==> src/rtl/lmsm_sequencer_if.sv <==
// rtl/lmsm_sequencer_if.sv - decode-side request and memory-stage transfer bundle for lmsm_sequencer
interface lmsm_sequencer_if;
  logic [3:0] instr_dec;
  logic [7:0] imm_dec;
  logic       start_valid;
  logic       flush;
  logic [2:0] k_out;
  logic       k_valid;
  logic       is_store;
  logic [2:0] offset_out;
  logic       seq_freeze;
  logic       seq_done;
  logic       busy;

  modport master (
    output instr_dec, imm_dec, start_valid, flush,
    input  k_out, k_valid, is_store, offset_out, seq_freeze, seq_done, busy
  );

  modport slave (
    input  instr_dec, imm_dec, start_valid, flush,
    output k_out, k_valid, is_store, offset_out, seq_freeze, seq_done, busy
  );
endinterface

==> src/rtl/lmsm_sequencer.sv <==
// rtl/lmsm_sequencer.sv - LM/SM (and LA/SA when LMSM_LASA_EN is defined) multi-register transfer sequencer
// Issues one register index per cycle, lowest first, while freezing fetch/decode.
module lmsm_sequencer (
  input  logic                   clk,
  input  logic                   reset_n,
  lmsm_sequencer_if.slave        bus
);

  typedef enum logic {IDLE, RUN} state_t;

  state_t     state_q, state_d;
  logic [7:0] mask_q, mask_d;
  logic [2:0] count_q, count_d;
  logic       store_q, store_d;
  logic       done_q, done_d;

  logic       op_ok;
  logic       accept;
  logic [7:0] accept_mask;
  logic [2:0] low_idx;
  logic       last;

  logic [2:0] k_out;
  logic       k_valid;
  logic       is_store;
  logic [2:0] offset_out;
  logic       seq_freeze;
  logic       seq_done;
  logic       busy;

  always_comb begin
    op_ok = 1'b0;
    case (bus.instr_dec)
      4'b1100, 4'b1101: op_ok = 1'b1;
`ifdef LMSM_LASA_EN
      4'b1110, 4'b1111: op_ok = 1'b1;
`endif
      default:          op_ok = 1'b0;
    endcase
  end

  // LA/SA transfer the whole register file regardless of the immediate.
  assign accept_mask = bus.instr_dec[1] ? 8'hFF : bus.imm_dec;
  assign accept      = reset_n && (state_q == IDLE) && bus.start_valid && op_ok && !bus.flush;

  always_comb begin
    low_idx = 3'd0;
    for (int i = 7; i >= 0; i--) begin
      if (mask_q[i]) low_idx = 3'(i);
    end
  end

  assign last = ((mask_q & (mask_q - 8'd1)) == 8'd0);

  always_ff @(posedge clk or negedge reset_n) begin
    if (!reset_n) begin
      state_q <= IDLE;
      mask_q  <= 8'd0;
      count_q <= 3'd0;
      store_q <= 1'b0;
      done_q  <= 1'b0;
    end else begin
      state_q <= state_d;
      mask_q  <= mask_d;
      count_q <= count_d;
      store_q <= store_d;
      done_q  <= done_d;
    end
  end

  always_comb begin
    state_d    = state_q;
    mask_d     = mask_q;
    count_d    = count_q;
    store_d    = store_q;
    done_d     = 1'b0;
    k_out      = 3'd0;
    k_valid    = 1'b0;
    is_store   = 1'b0;
    offset_out = 3'd0;
    seq_freeze = 1'b0;
    seq_done   = 1'b0;
    busy       = 1'b0;

    case (state_q)
      IDLE: begin
        seq_done = done_q;
        if (accept) begin
          mask_d  = accept_mask;
          store_d = bus.instr_dec[0];
          count_d = 3'd0;
          if (accept_mask != 8'd0) begin
            state_d    = RUN;
            seq_freeze = 1'b1;
          end else begin
            // Empty list: report completion next cycle without stalling.
            done_d = 1'b1;
          end
        end
      end
      RUN: begin
        k_valid    = 1'b1;
        k_out      = low_idx;
        offset_out = count_q;
        is_store   = store_q;
        busy       = 1'b1;
        seq_freeze = !last;
        seq_done   = last;
        mask_d     = mask_q & ~(8'd1 << low_idx);
        count_d    = count_q + 3'd1;
        if (last) state_d = IDLE;
      end
      default: state_d = IDLE;
    endcase

    if (bus.flush) begin
      state_d = IDLE;
      mask_d  = 8'd0;
      count_d = 3'd0;
      done_d  = 1'b0;
    end
  end

  assign bus.k_out      = k_out;
  assign bus.k_valid    = k_valid;
  assign bus.is_store   = is_store;
  assign bus.offset_out = offset_out;
  assign bus.seq_freeze = seq_freeze;
  assign bus.seq_done   = seq_done;
  assign bus.busy       = busy;

endmodule

==> src/flat_wrapper.sv <==
// flat-port wrapper written by rule: the top's interface ports become plain ports
module lmsm_sequencer_flat 
  (clk, reset_n, bus_instr_dec, bus_imm_dec, bus_start_valid, bus_flush, bus_k_out, bus_k_valid, bus_is_store, bus_offset_out, bus_seq_freeze, bus_seq_done, bus_busy);
  lmsm_sequencer_if bus_i ();
  input  logic clk;
  input  logic reset_n;
  input wire logic [$bits(bus_i.instr_dec)-1:0] bus_instr_dec;
  input wire logic [$bits(bus_i.imm_dec)-1:0] bus_imm_dec;
  input wire logic [$bits(bus_i.start_valid)-1:0] bus_start_valid;
  input wire logic [$bits(bus_i.flush)-1:0] bus_flush;
  output wire logic [$bits(bus_i.k_out)-1:0] bus_k_out;
  output wire logic [$bits(bus_i.k_valid)-1:0] bus_k_valid;
  output wire logic [$bits(bus_i.is_store)-1:0] bus_is_store;
  output wire logic [$bits(bus_i.offset_out)-1:0] bus_offset_out;
  output wire logic [$bits(bus_i.seq_freeze)-1:0] bus_seq_freeze;
  output wire logic [$bits(bus_i.seq_done)-1:0] bus_seq_done;
  output wire logic [$bits(bus_i.busy)-1:0] bus_busy;
  assign bus_i.instr_dec = bus_instr_dec;
  assign bus_i.imm_dec = bus_imm_dec;
  assign bus_i.start_valid = bus_start_valid;
  assign bus_i.flush = bus_flush;
  assign bus_k_out = bus_i.k_out;
  assign bus_k_valid = bus_i.k_valid;
  assign bus_is_store = bus_i.is_store;
  assign bus_offset_out = bus_i.offset_out;
  assign bus_seq_freeze = bus_i.seq_freeze;
  assign bus_seq_done = bus_i.seq_done;
  assign bus_busy = bus_i.busy;
  lmsm_sequencer u_core (.clk(clk), .reset_n(reset_n), .bus(bus_i));
endmodule
==> config.mk <==
export PLATFORM = sky130hd
export DESIGN_NAME = lmsm_sequencer_flat
export DESIGN_NICKNAME = d
export VERILOG_FILES = /design/src/rtl/lmsm_sequencer_if.sv /design/src/rtl/lmsm_sequencer.sv /design/src/flat_wrapper.sv
export SDC_FILE = /design/constraint.sdc
export NUM_CORES = 1
export LEC_CHECK = 0
export CAP_MARGIN = 0
export CORE_UTILIZATION = 45
export DETAILED_ROUTE_END_ITERATION = 8
export PLACE_DENSITY = 0.79
export SLEW_MARGIN = 30
export SYNTH_ARGS = -nofsm -noshare
export SYNTH_HDL_FRONTEND = slang
export SYNTH_SLANG_ARGS = --single-unit
==> constraint.sdc <==
create_clock -name clk -period 2.4 [get_ports clk]
set_input_delay 0.72 -clock clk [delete_from_list [all_inputs] [get_ports clk]]
set_output_delay 0.72 -clock clk [all_outputs]
set_load 0.1 [all_outputs]
==> impl_metrics.ini, run 1 <==
[outcome]
status = finished, violations left
violations = setup timing

[yosys]
syn_inst = 115
synth_ff_type = dfrtp_1
synth_commonest_cells = dfrtp_1 (14), a21oi_1 (12), inv_1 (9)
synth_top_cell_by_area = dfrtp_1
ys_seq_area_share_pct = 36.04
netlist_area_um2 = 972.2
netlist.area_leader.share_pct = 36.04
ys_ff_latch = 14
avgSynthCellArea_um2 = 8.454
synth.distinct_cells = 35
yosysMostFrequentCell = dfrtp_1
synthArstFlopShare_pct = 100.0
synthTopCellsByArea = dfrtp_1 (36%), a211o_1 (6.3%), a21oi_1 (6.2%), nor3_1 (4.1%), inv_1 (3.5%)
synth-edff-count = 0
synth_warnings = 0
synth_fp_nets = 132

[timing]
tightest_slew_ns = 0.4104
hold_viol = 0
slew_headroom_pct = 72.30
fmax_ghz = 0.3659
finalCritPeriodShare_pct = 113.9
rsz0062_at_grt = yes
setup_viol = 2
slew_violations = 0
fin_skew_ns = 0.005601
period_minus_slack_ns = 2.733
worst_slack_ns = -0.3331

[placed_design]
post-place-ws_ns = -0.4259
routabilityCongestion = 0.8957
port_buffers = 26
hpwl_mm = 2.113

[power]
p_seq_share_pct = 46.7
peakVddDrop_v = 0.0003302
power_density_mw_per_mm2 = 324.9
internal-power_w = 0.0003908
switching_share_pct = 26.62
p_leak_nw = 0.7036
switching_power_w = 0.0001418
p_comb_share_pct = 20.6
power.clock.fraction_pct = 32.8

[die]
die_area_mm2 = 0.002350
fp.coreArea_mm2 = 0.002002
start_util_pct = 48.56
die_h_um = 48.48
die_w_um = 48.48
rows = 16
ioPinCount = 27

[worst_setup_path]
startpoint_type = flip-flop
critPathKind = flip-flop to output pin
worstPathArrival_ns = 2.01
cp.required_ns = 1.68
crit_fanout = 4
path_delay_family = flip-flops
critPathSlowestCell = dfrtp_1
worstSetupPathDepth = 5
cp-end-kind = output pin
path_buf_inv = 1
worstRegToRegCells = 5
critPathMaxStageDelay_ns = 0.42
path_cells = or3_1 > maj3_2 > o31a_1 > o22ai_4 > buf_12

[clock_network]
cts_root_buf = clkbuf_4
cts_tree = built
htree_levels = 1
cts_max_path_buffers = 2
cts.sink_count = 14
cts_made_buffers = 3
insertion_delay_ns = 0.28
clk_pin_slew_worst_paths_ns = 0.09
hold_buffers = 0

[routing]
via_per_inst = 5.909
drtAntennaViolNets = 0
routedWlPerCell_um = 16.49
drc = 0
via_count = 1099
wl_mm = 3.067
drt_iter0_markers = 53
first_pass_iters = 4

[global_routing]
met2_usage_pct = 45.31
grt_antenna_before_repair = 0
grt_util_met3_pct = 4.403
grt_first_pass_wirelength_mm = 4.733
grt.busiest_layer = met2
grt_max_degree = 19
grt_pass1_vias = 1029
grt_use_met1_pct = 32.67
grt_usage_pct = 26.26
grt.overflow.total = 0

[final_layout]
antenna_cells = 0
final_core_util_pct = 81.88
area_growth_pct = 68.60
nets = 177
drive_above_1_share_pct = 38.99

[worst_hold_path]
worstHoldPathType = primary input to async pin

[run]
cap_violations = 0
layer usage:
metal	vias up	wire, µm
met2	58	1522
met3	10	247
li1	514	-
met4	0	65
met5	-	0
met1	517	1231
placed cells by master (no fill, tap or decap), drive strengths merged, types with 5 or more instances in the layout:
master          n
buf            35
dfrtp          14
a21oi          12
clkdlybuf4s50  11
inv             9
nor3            8
a211o           7
nand2           6
nand3           5
nor2            5
worst paths after layout:
kind	start	end	slack (ns)
worst max-delay path	u_core.mask_q[7]$_DFFE_PN0P_	bus_seq_done	-0.33
worst min-delay path	reset_n	u_core.done_q$_DFF_PN0_	0.50
worst max register to register	u_core.mask_q[2]$_DFFE_PN0P_	u_core.mask_q[7]$_DFFE_PN0P_	0.53
worst min register to register	u_core.store_q$_DFFE_PN0P_	u_core.store_q$_DFFE_PN0P_	0.54
max in group asynchronous	reset_n	u_core.state_q$_DFF_PN0_	1.70
min in group clk	u_core.store_q$_DFFE_PN0P_	u_core.store_q$_DFFE_PN0P_	0.54
cell type report:
type                       count  area, µm²
timing repair buffer          50      560.5
fill                         126      362.8
inverter                       9      33.78
sequential                    14      356.6
multi-input combinational     82      618.1
tap                           27      33.78
clock buffer                   4      36.28
cells by family (layout without fill, tap and decap cells):
group	Yosys count	count (layout)	share of synthesized area [%]
simple gates	45	45	25.74
xor+xnor	1	1	0.9011
fa+ha+maj	3	3	3.346
flops	14	14	36.04
buf+inv	19	63	9.267
mux	1	1	1.158
compound gates	32	32	23.55
flip-flops by register name (all words and copies together), names as in the netlist:
name / cells
u_core.store_q: 1
u_core.count_q: 3
u_core.done_q: 1
u_core.mask_q: 8
u_core.state_q: 1
power by group through the flow:
| stage | logic [W] | clock network [W] | registers, W |
|---|---|---|---|
| 2_1_floorplan | 0.0000427 | 0 | 0.000253 |
| 3_3_place_gp | 0.0000966 | 0 | 0.000252 |
| 3_5_place_dp | 0.0000997 | 0 | 0.000253 |
| 4_1_cts | 0.000102 | 0.000175 | 0.000248 |
| 5_1_grt | 0.000117 | 0.000190 | 0.000249 |
| 6_report | 0.000110 | 0.000175 | 0.000249 |
per-stage QoR:
| step | total power (W) | setup TNS (ns) | cells | area (µm²) | hold WS [ns] |
|---|---|---|---|---|---|
| floorplan | 0.0002952 | -0.6727 | 115 | 1022 | 0.4244 |
| global placement | 0.0003487 | -0.5680 | 177 | 1513 | 0.4892 |
| detailed placement | 0.0003526 | -0.9346 | 177 | 1513 | 0.5193 |
| CTS | 0.0005256 | -0.6805 | 183 | 1574 | 0.5474 |
| global route | 0.0005557 | -0.7848 | 186 | 1639 | 0.5089 |
| finish | 0.0005326 | -0.6654 | 186 | 1639 | 0.5042 |
timing repair:
action,in CTS,in global routing
buffers inserted,2,4
resized for setup,4,11
pin swaps,2,9
endpoints found under the hold margin,0,0
setup endpoints to repair,4,4
Power figures use the tool's default switching activity.
==> run 2: changes to the inputs <==
- CORE_ASPECT_RATIO: not set -> 1.1
- CTS_BUF_LIST: not set -> sky130_fd_sc_hd__clkbuf_4 sky130_fd_sc_hd__clkbuf_8
==> impl_metrics.ini, run 2 (synthesis results as in run 1) <==
[routing]
drt_iter0_markers = 39
wl_mm = 3.040
dr_wl_met2_mm = 1.603
via_per_inst = 5.849
via_count = 1088
wl_met1_mm = 1.182
routedWlPerCell_um = 16.34
drc = 0
drtAntennaViolNets = 0
first_pass_iters = 4
routed.top_layer = met4
dr_wl_met3_um = 165

[power]
peakVddDrop_v = 0.0003102
p_leak_nw = 0.6615
power_density_mw_per_mm2 = 333.2

[worst_hold_path]
worstHoldPathType = flip-flop to flip-flop
min-delay-start = u_core.store_q$_DFFE_PN0P_
min_to = u_core.store_q$_DFFE_PN0P_
hold_depth = 1

[worst_setup_path]
timing.rr.end = u_core.mask_q[7]$_DFFE_PN0P_
critPathSlowestCell = dfrtp_1
r2r_setup_slack_ns = 0.49
cp.required_ns = 1.68
path_cells = maj3_2 > a2111o_1 > o211ai_1 > buf_4 > nand2_4 > buf_12
worstPathArrival_ns = 2.06
critPathMaxStageDelay_ns = 0.43
startpoint_type = flip-flop
crit_fanout = 4
r2r-start = u_core.mask_q[0]$_DFFE_PN0P_
cp-end-kind = output pin
critPathKind = flip-flop to output pin
worstRegToRegCells = 6

[outcome]
status = finished, violations left
violations = setup timing

[final_layout]
reg_top3 = u_core.mask_q (8), u_core.count_q (3)
nets = 176
drive_above_1_share_pct = 36.71
antenna_cells = 0
final_core_util_pct = 79.13
area_growth_pct = 64.48
register_area_um2 = 355.3
largest_register_ffs = 8
multi_input_area_um2 = 595.6
fill_cells = 132
layout_commonest_cell = buf_4
largest-register = u_core.mask_q
final_cell_mix = buf_4 (23), clkdlybuf4s50_1 (15), a21oi_1 (12), dfrtp_1 (12), buf_12 (11)

[die]
rows = 17
die_area_mm2 = 0.002350
ioPinCount = 27
fp.coreArea_mm2 = 0.002021
start_util_pct = 48.11
die_h_um = 50.75
die_w_um = 46.32

[clock_network]
cts_tree = built
hold_buffers = 0
insertion_delay_ns = 0.29
cts.sink_count = 14
cts_made_buffers = 3
clk_pin_slew_worst_paths_ns = 0.09
cts_root_buf = clkbuf_4
cts_max_path_buffers = 2
htree_levels = 1

[placed_design]
hpwl_mm = 2.160
port_buffers = 26
routabilityCongestion = 0.8385

[global_routing]
grt.overflow.total = 0
grt_usage_pct = 29.51
grt_first_pass_wirelength_mm = 4.940
grt_antenna_before_repair = 0
grt_max_degree = 24
grt_pass1_vias = 1106

[timing]
tightest_slew_ns = 0.3502
slew_violations = 0
setup_viol = 3
hold_viol = 0
fin_skew_ns = 0.002668
finalCritPeriodShare_pct = 115.7
slew_headroom_pct = 76.36
rsz0062_at_grt = yes
tns_ns = -0.8421
fmax_ghz = 0.3602
worst_slack_ns = -0.3762
period_minus_slack_ns = 2.776

[run]
cap_violations = 0
-- run 2: cell types whose count changed in the layout (fill, tap and decap cells not counted), sizes merged --
| cell | change |
|---|---|
| buf | -1 |
| clkdlybuf4s50 | +4 |
| dlymetal6s2s | -4 |
-- run 2: per-stage QoR --
step           setup slack [ns]  area, µm²  power (W)  hold WS [ns]  std cells
6_report                -0.3762       1599  0.0005328        0.5123        186
3_5_place_dp            -0.3720       1514  0.0003510        0.4970        178
4_1_cts                 -0.3631       1585  0.0005315        0.5167        185
5_1_grt                 -0.4282       1599  0.0005516        0.5501        186
3_3_place_gp            -0.2786       1514  0.0003468        0.4836        178
2_1_floorplan           -0.3116       1022  0.0002952        0.4244        115
-- run 2: repair_timing --
action                     CTS  global route
setup endpoints to repair    4             5
resized for setup            6             2
setup buffers                3             1
pin swaps                    8             1
gates cloned                 0             0
-- run 2: worst max-delay path by stage --
stage,start,end,depth (start not counted)
finish,u_core.mask_q[5]$_DFFE_PN0P_,bus_seq_freeze,6
floorplan,u_core.mask_q[5]$_DFFE_PN0P_,bus_seq_done,5
global route,u_core.mask_q[7]$_DFFE_PN0P_,bus_seq_freeze,6
detailed placement,bus_instr_dec[2],bus_seq_freeze,6
global placement,reset_n,bus_seq_freeze,6
CTS,u_core.mask_q[7]$_DFFE_PN0P_,bus_seq_done,5
-- run 2: area by class of cell --
| class | count | share of cell area [%] |
|---|---|---|
| Sequential cell | 14 | 22.22 |
| Tap cell | 28 | 2.191 |
| Inverter | 9 | 2.113 |
| Multi-Input combinational cell | 82 | 37.25 |
| Clock buffer | 4 | 2.269 |
| Timing Repair Buffer | 49 | 33.96 |
-- run 2: where the power goes --
| group | leakage [nW] | switching (W) | internal (W) | total, W |
|---|---|---|---|---|
| clock network | 0.0210 | 0.0000856 | 0.0000926 | 0.000178 |
| registers | 0.190 | 0.00000574 | 0.000242 | 0.000248 |
| logic | 0.451 | 0.0000507 | 0.0000559 | 0.000107 |
-- run 2: per-layer routing --
layer,track usage [%],up-vias
li1,-,509
met1,37.76,515
met2,49.54,55
met3,2.158,9
met4,11.76,0
met5,0,-
-- run 2: worst max-delay path, delay by kind of cell, from the launching register on --
kind	cells	cell delay, ns
buffers and inverters	2	0.32
AND/OR/NAND/NOR	1	0.05
AO/OA/AOI/OAI	2	0.59
adder cells (fa/ha/maj)	1	0.35
flip-flops	1	0.43
